<file path="src/rtl/serial_num_loader_if.sv">
// Bundle between a serial frame source and serial_num_loader.
// Source drives start/sdata; the loader drives number/valid/busy/err.
interface serial_num_loader_if #(
  parameter int WIDTH = 8
);
  logic             start;
  logic             sdata;
  logic [WIDTH-1:0] number;
  logic             valid;
  logic             busy;
  logic             err;

  modport master (
    output start, sdata,
    input  number, valid, busy, err
  );

  modport slave (
    input  start, sdata,
    output number, valid, busy, err
  );
endinterface

</file>
<file path="src/rtl/serial_num_loader.sv">
// Serial-to-parallel loader: start strobe, WIDTH data bits, parallel result.
// Optional even-parity bit after the data when PARITY_CHECK_EN is defined.
module serial_num_loader #(
  parameter int WIDTH     = 8,
  parameter bit MSB_FIRST = 1'b1
) (
  input  logic                clk,
  input  logic                rst_n,
  serial_num_loader_if.slave  bus
);

  localparam int CW = $clog2(WIDTH + 1);

  localparam logic [1:0] S_IDLE   = 2'd0;
  localparam logic [1:0] S_SHIFT  = 2'd1;
  localparam logic [1:0] S_PARITY = 2'd2;

  logic [1:0]       r_state;
  logic [CW-1:0]    r_cnt;
  logic [WIDTH-1:0] r_shift;
  logic [WIDTH-1:0] r_number;
  logic             r_valid;
  logic             r_busy;
  logic [WIDTH-1:0] w_shift_nxt;
  logic             w_last;

  // Shift register contents once the current sdata bit is folded in
  always_comb begin
    w_shift_nxt = r_shift;
    if (MSB_FIRST)
      w_shift_nxt = {r_shift[WIDTH-2:0], bus.sdata};
    else
      w_shift_nxt = {bus.sdata, r_shift[WIDTH-1:1]};
  end

  assign w_last = (r_cnt == CW'(WIDTH - 1));

`ifdef PARITY_CHECK_EN
  logic r_err;
  logic w_par_ok;

  assign w_par_ok = ~(^{r_shift, bus.sdata});
  assign bus.err  = r_err;
`else
  assign bus.err  = 1'b0;
`endif

  // Frame FSM: number only moves on a completed, good frame
  always_ff @(posedge clk or negedge rst_n) begin
    if (!rst_n) begin
      r_state  <= S_IDLE;
      r_cnt    <= '0;
      r_shift  <= '0;
      r_number <= '0;
      r_valid  <= 1'b0;
      r_busy   <= 1'b0;
`ifdef PARITY_CHECK_EN
      r_err    <= 1'b0;
`endif
    end else begin
      r_valid <= 1'b0;
`ifdef PARITY_CHECK_EN
      r_err   <= 1'b0;
`endif
      case (r_state)
        S_IDLE: begin
          if (bus.start) begin
            r_state <= S_SHIFT;
            r_cnt   <= '0;
            r_busy  <= 1'b1;
          end
        end
        S_SHIFT: begin
          r_shift <= w_shift_nxt;
          r_cnt   <= r_cnt + 1'b1;
          if (w_last) begin
`ifdef PARITY_CHECK_EN
            r_state  <= S_PARITY;
`else
            r_state  <= S_IDLE;
            r_number <= w_shift_nxt;
            r_valid  <= 1'b1;
            r_busy   <= 1'b0;
`endif
          end
        end
`ifdef PARITY_CHECK_EN
        S_PARITY: begin
          r_state <= S_IDLE;
          r_busy  <= 1'b0;
          if (w_par_ok) begin
            r_number <= r_shift;
            r_valid  <= 1'b1;
          end else begin
            r_err    <= 1'b1;
          end
        end
`endif
        default: begin
          r_state <= S_IDLE;
          r_busy  <= 1'b0;
        end
      endcase
    end
  end

  assign bus.number = r_number;
  assign bus.valid  = r_valid;
  assign bus.busy   = r_busy;

endmodule
</file>
<file path="src/flat_wrapper.sv">
// flat-port wrapper written by rule: the top's interface ports become plain ports
module serial_num_loader_flat 
#(
  parameter int WIDTH     = 8,
  parameter bit MSB_FIRST = 1'b1
)
  (clk, rst_n, bus_start, bus_sdata, bus_number, bus_valid, bus_busy, bus_err);
  serial_num_loader_if #(.WIDTH(WIDTH)) bus_i ();
  input  logic clk;
  input  logic rst_n;
  input wire logic [$bits(bus_i.start)-1:0] bus_start;
  input wire logic [$bits(bus_i.sdata)-1:0] bus_sdata;
  output wire logic [$bits(bus_i.number)-1:0] bus_number;
  output wire logic [$bits(bus_i.valid)-1:0] bus_valid;
  output wire logic [$bits(bus_i.busy)-1:0] bus_busy;
  output wire logic [$bits(bus_i.err)-1:0] bus_err;
  assign bus_i.start = bus_start;
  assign bus_i.sdata = bus_sdata;
  assign bus_number = bus_i.number;
  assign bus_valid = bus_i.valid;
  assign bus_busy = bus_i.busy;
  assign bus_err = bus_i.err;
  serial_num_loader #(.WIDTH(WIDTH), .MSB_FIRST(MSB_FIRST)) u_core (.clk(clk), .rst_n(rst_n), .bus(bus_i));
endmodule
</file>
<file path="config.mk">
export PLATFORM = sky130hd
export DESIGN_NAME = serial_num_loader_flat
export DESIGN_NICKNAME = d
export VERILOG_FILES = /design/src/rtl/serial_num_loader_if.sv /design/src/rtl/serial_num_loader.sv /design/src/flat_wrapper.sv
export SDC_FILE = /design/constraint.sdc
export NUM_CORES = 1
export LEC_CHECK = 0
export CAP_MARGIN = 20
export CORE_ASPECT_RATIO = 0.7
export CORE_MARGIN = 3
export CORE_UTILIZATION = 27
export CTS_BUF_LIST = sky130_fd_sc_hd__clkbuf_16
export DETAILED_ROUTE_END_ITERATION = 12
export SLEW_MARGIN = 20
export SYNTH_ARGS = -nofsm -noshare
export SYNTH_HDL_FRONTEND = slang
export SYNTH_SLANG_ARGS = --single-unit
</file>
<file path="constraint.sdc">
create_clock -name clk -period 1.4 [get_ports clk]
set_input_delay 0.28 -clock clk [delete_from_list [all_inputs] [get_ports clk]]
set_output_delay 0.28 -clock clk [all_outputs]
set_load 0.01 [all_outputs]
</file>
Word-level counts from Yosys, hierarchy flattened
Cells that the tools add are included.
{"block": "word_totals", "wordCells": 26, "in_bits": 4, "reg_bits": 23}
{"block": "op_classes", "add_sub_neg": 1, "eq_ne": 4, "n_reduce_logical": 5, "mux": 10}
{"op": "4-bit one-hot mux with 2 select lines", "count": 1}
{"op": "2-bit AND reduction", "count": 3}
{"op": "4-bit by 1-bit adder with 4-bit output (second input constant)", "count": 1}
{"op": "4-bit by 3-bit == test with 1-bit output (second input constant)", "count": 1}
{"op": "1-bit 2-to-1 mux", "count": 4}
{"op": "2-bit 2-to-1 mux", "count": 2}
{"op": "4-bit 2-to-1 mux", "count": 1}
{"op": "2-bit one-hot mux with 2 select lines", "count": 1}
{"op": "2-bit by 1-bit == test with 1-bit output (second input constant)", "count": 1}
{"op": "2-bit zero test", "count": 1}
{"op": "2-bit by 1-bit inequality test with 1-bit output (second input constant)", "count": 1}
{"op": "2-bit inequality test (second input constant)", "count": 1}
{"op": "1-bit one-hot mux with 2 select lines", "count": 1}
{"op": "2-bit nonzero test", "count": 1}

Longest topological paths before layout
{"block": "depth", "word_depth": 3, "mapped_depth": 4}

Least setup slack after synthesis
Ideal clock, no wire load.
{"block": "synth_timing", "kind": "register to register", "startpoint": "register u_core.r_state[0]", "endpoint": "register u_core.r_number[0], in the netlist u_core.bus.number[0]", "slack_ns": 0.147, "stages_incl_launch_ff": 5, "n_path_buf": 0, "t_arrival_ns": 1.125, "path_cell_list": "dfrtp_1 -> nor2b_2 -> nand3_2 -> inv_4 -> mux2_1"}
{"block": "synth_between", "elab_chain_cells": 2}
{"element": "start, declared", "line_no": "serial_num_loader.sv:18", "rtl": "logic [1:0] r_state;"}
{"element": "start signal, assigned", "line_no": "serial_num_loader.sv:51", "rtl": "r_state <= S_IDLE;"}
{"element": "start signal, assigned", "line_no": "serial_num_loader.sv:68", "rtl": "r_state <= S_SHIFT;"}
{"element": "start signal, assigned", "line_no": "serial_num_loader.sv:80", "rtl": "r_state <= S_IDLE;"}
{"element": "2-bit by 1-bit == test with 1-bit output", "line_no": "serial_num_loader.sv:65", "rtl": "case (r_state)"}
{"element": "2-bit AND reduction (no source line)"}
{"element": "end signal, assigned", "line_no": "serial_num_loader.sv:81", "rtl": "r_number <= w_shift_nxt;"}
{"element": "end, declared", "line_no": "serial_num_loader.sv:21", "rtl": "logic [WIDTH-1:0] r_number;"}
Every way passes these cells.
A chain may end at the register's enable or synchronous reset.

Final worst setup path
{"block": "layout_timing", "startpoint": "register u_core.r_cnt[0]", "endpoint": "register u_core.r_number[1], in the netlist u_core.bus.number[1]"}
{"block": "layout_between", "elab_chain_cells": 2}
{"element": "start, declared", "line_no": "serial_num_loader.sv:19", "rtl": "logic [CW-1:0] r_cnt;"}
{"element": "start signal, assigned", "line_no": "serial_num_loader.sv:75", "rtl": "r_cnt <= r_cnt + 1'b1;"}
{"element": "4-bit by 3-bit == test with 1-bit output", "line_no": "serial_num_loader.sv:36", "rtl": "assign w_last = (r_cnt == CW'(WIDTH - 1));"}
{"element": "2-bit AND reduction (no source line)"}
Every way passes these cells.

==> results_dict.tcl <==
set metrics [dict create \
    drv_slew 0 \
    grt_pass1_vias 503 \
    cts-root-buf "clkbuf_16" \
    crit_buf_inv 1 \
    drv_cap 0 \
    antenna_found_initial 0 \
    crit_end "u_core.bus.number[1]$_DFFE_PN0P_" \
    min_path_type "in2async" \
    yosysWarnings 0 \
    grt_usage 0.0820 \
    cts_sinks 21 \
    syn_nets 58 \
    p_per_area_nw_per_um2 2390 \
    synth_compound_area_frac 0.0320 \
    tns_ns 0 \
    clk_pin_slew_worst_paths_ns 0.05 \
    final_core_util 0.382 \
    h-tree-depth 1 \
    fillerInstances 285 \
    first_pass_iters 2 \
    fin_crit_sh 0.946 \
    worstPathMaxFanout 8 \
    reg2regPathDepth 4 \
    start_util 0.289 \
    rsz0062_at_grt "no" \
    fmax_mhz 755 \
    cts_max_path_buffers 2 \
    timing.rr.end "u_core.bus.number[1]$_DFFE_PN0P_" \
    place.gp.congestion 0.762 \
    outcome "complete, no violations" \
    skew_ns 0.000800 \
    final_common_cell "dfrtp_1" \
    rr_startpoint "u_core.r_cnt[0]$_DFFE_PN0P_" \
    cp.depth 4 \
    port_buffers 13 \
    setup_violations 0 \
    nets 77 \
    postRouteAntennaNets 0 \
    worstSetupPathType "reg2reg" \
    syn2layout_area_growth_pct 32.5 \
    cts_buffers 3 \
    path_cells "ha_1 > nand3_4 > clkinv_4 > mux2_1" \
    synth-simple-area-share 0.0457 \
    insertion_delay_ns 0.25 \
    antenna_cells 0 \
    dieArea_um2 3750 \
    num_rows 16 \
    dp_hpwl_um 957 \
    vias 457 \
    grt_pass1_wl_um 2320 \
    cp.arrival_ns 1.45 \
    seq_area_frac_synth 0.640 \
    synth_top_family_by_area "multiplexers" \
    synth_xor_area_frac 0.0213 \
    p_leak_nw 0.509 \
    synth_cells 53 \
    ir_drop_mv 1.14 \
    drive_gt1_frac 0.239 \
    cp.required_ns 1.53 \
    hold_viol 0 \
    cts_setup_buffers 0 \
    grt_max_degree 22 \
    overflow 0 \
    start_kind "flop" \
    ys_types 17 \
    synth_fa_ha_area_frac 0.0152 \
    slowest_delay_ns 0.40 \
    avgSynthCellArea_um2 15.5 \
    cp_top_family "flip-flops" \
    multiInputGateArea_um2 284 \
    min_period_ns 1.32 \
    die_x_um 71.9 \
    fp.dieH_um 52.1 \
    core_um2 2840 \
    crit_path_top_delay_cell "dfrtp_1" \
    cts_tree "yes" \
    drc 0 \
    via_per_inst 4.27 \
    final-seq-area_um2 526 \
    synth-seq-cells 21 \
    first_iter_violations 4 \
    crit_start "u_core.r_cnt[0]$_DFFE_PN0P_" \
    wl_per_cell_um 11.6 \
    num_io_pins 15 \
    r2r_slack_ns 0.08 \
    mostFrequentLayoutCells "dfrtp_1 (21), dlygate4sd2_1 (9), mux2_1 (8)" \
    totalWireLength_um 1250 \
    netlist_area_um2 821 \
    critPathCaptureType "flop" \
    synthMuxAreaShare 0.218 \
]
[worst reg2reg max path: cells and delay by family, from the launching register on]
kind          cells  cell delay [ns]
mux               1             0.32
buf+inv           1             0.10
simple gates      1             0.12
fa+ha+maj         1             0.26
flops             1             0.40
[routing by layer]
metal	track usage	vias to the layer above	part of all wire
li1	-	219	-
met5	0	-	0
met4	0.00938	0	0
met3	0.0502	0	0.083
met2	0.131	11	0.42
met1	0.0971	227	0.49
[what timing repair did]
action                                 in CTS  in global routing
setup endpoints to repair                   9                  7
resized for setup                           9                  3
hold buffers                                0                  0
endpoints found under the hold margin       0                  0
[cells in the mapped netlist]
cell,count,area share
a22o_1,3,0.032
buf_2,1,0.0061
buf_4,1,0.0091
conb_1,1,0.0046
dfrtp_1,21,0.64
ha_1,1,0.015
inv_4,1,0.0076
mux2_1,8,0.11
mux2_2,7,0.096
mux2i_1,1,0.012
nand2b_1,1,0.0076
nand3_1,1,0.0061
nand3_2,1,0.012
nor2_1,2,0.0091
nor2b_2,1,0.011
xnor2_1,1,0.011
xor2_1,1,0.011
[area by class of cell]
| class | count | share of cell area |
|---|---|---|
| repair buffers | 16 | 0.132 |
| multi-input cells | 29 | 0.261 |
| clock inverters | 1 | 0.00460 |
| flip-flops and latches | 21 | 0.483 |
| clock buffers | 3 | 0.0690 |
| well taps | 36 | 0.0414 |
| inverters | 1 | 0.00806 |
[cell families (layout without fill, tap and decap cells)]
family,Yosys count,in the layout
buffers and inverters,3,21
adder cells (fa/ha/maj),1,1
other,1,1
AO/OA/AOI/OAI,3,3
multiplexers,16,16
XOR/XNOR,2,2
flip-flops,21,21
AND/OR/NAND/NOR,6,6
[flip-flops by register name, summed over array words and instances, names as in the netlist]
name	count
u_core.bus.number	8
u_core.r_state	1
u_core.r_cnt	4
u_core.r_shift	7
u_core.bus.valid	1
[report_power, final]
part	switching, mW	internal [mW]
clock network	0.198	0.382
registers	0.194	0.912
logic	0.381	0.533
total	0.773	1.83
[worst min-delay path by stage]
stage | start | endpoint | slack (ns) | cells after the start
3_5_place_dp | u_core.bus.number[2]$_DFFE_PN0P_ | u_core.bus.number[2]$_DFFE_PN0P_ | 0.48 | 1
6_report | rst_n | u_core.r_cnt[3]$_DFFE_PN0P_ | 0.37 | 2
3_3_place_gp | u_core.bus.number[3]$_DFFE_PN0P_ | u_core.bus.number[3]$_DFFE_PN0P_ | 0.47 | 1
4_1_cts | rst_n | u_core.r_shift[2]$_DFFE_PN0P_ | 0.38 | 2
5_1_grt | rst_n | u_core.r_shift[2]$_DFFE_PN0P_ | 0.40 | 2
2_1_floorplan | rst_n | u_core.bus.number[0]$_DFFE_PN0P_ | -0.02 | 0
[through the flow]
| step | power, mW | hold slack, ns | cells | setup WS, ns | area [µm²] |
|---|---|---|---|---|---|
| final | 2.60 | 0.370 | 107 | 0.0751 | 1090 |
| after global routing | 2.80 | 0.404 | 107 | 0.00906 | 1090 |
| after CTS | 2.63 | 0.381 | 107 | 0.0176 | 1070 |
| after detailed placement | 2.13 | 0.478 | 103 | 0.0507 | 1010 |
| after global placement | 2.11 | 0.473 | 103 | 0.0905 | 1010 |
| after floorplan | 1.67 | -0.0156 | 53 | 0.147 | 821 |
(Power assumes the default switching activity.)
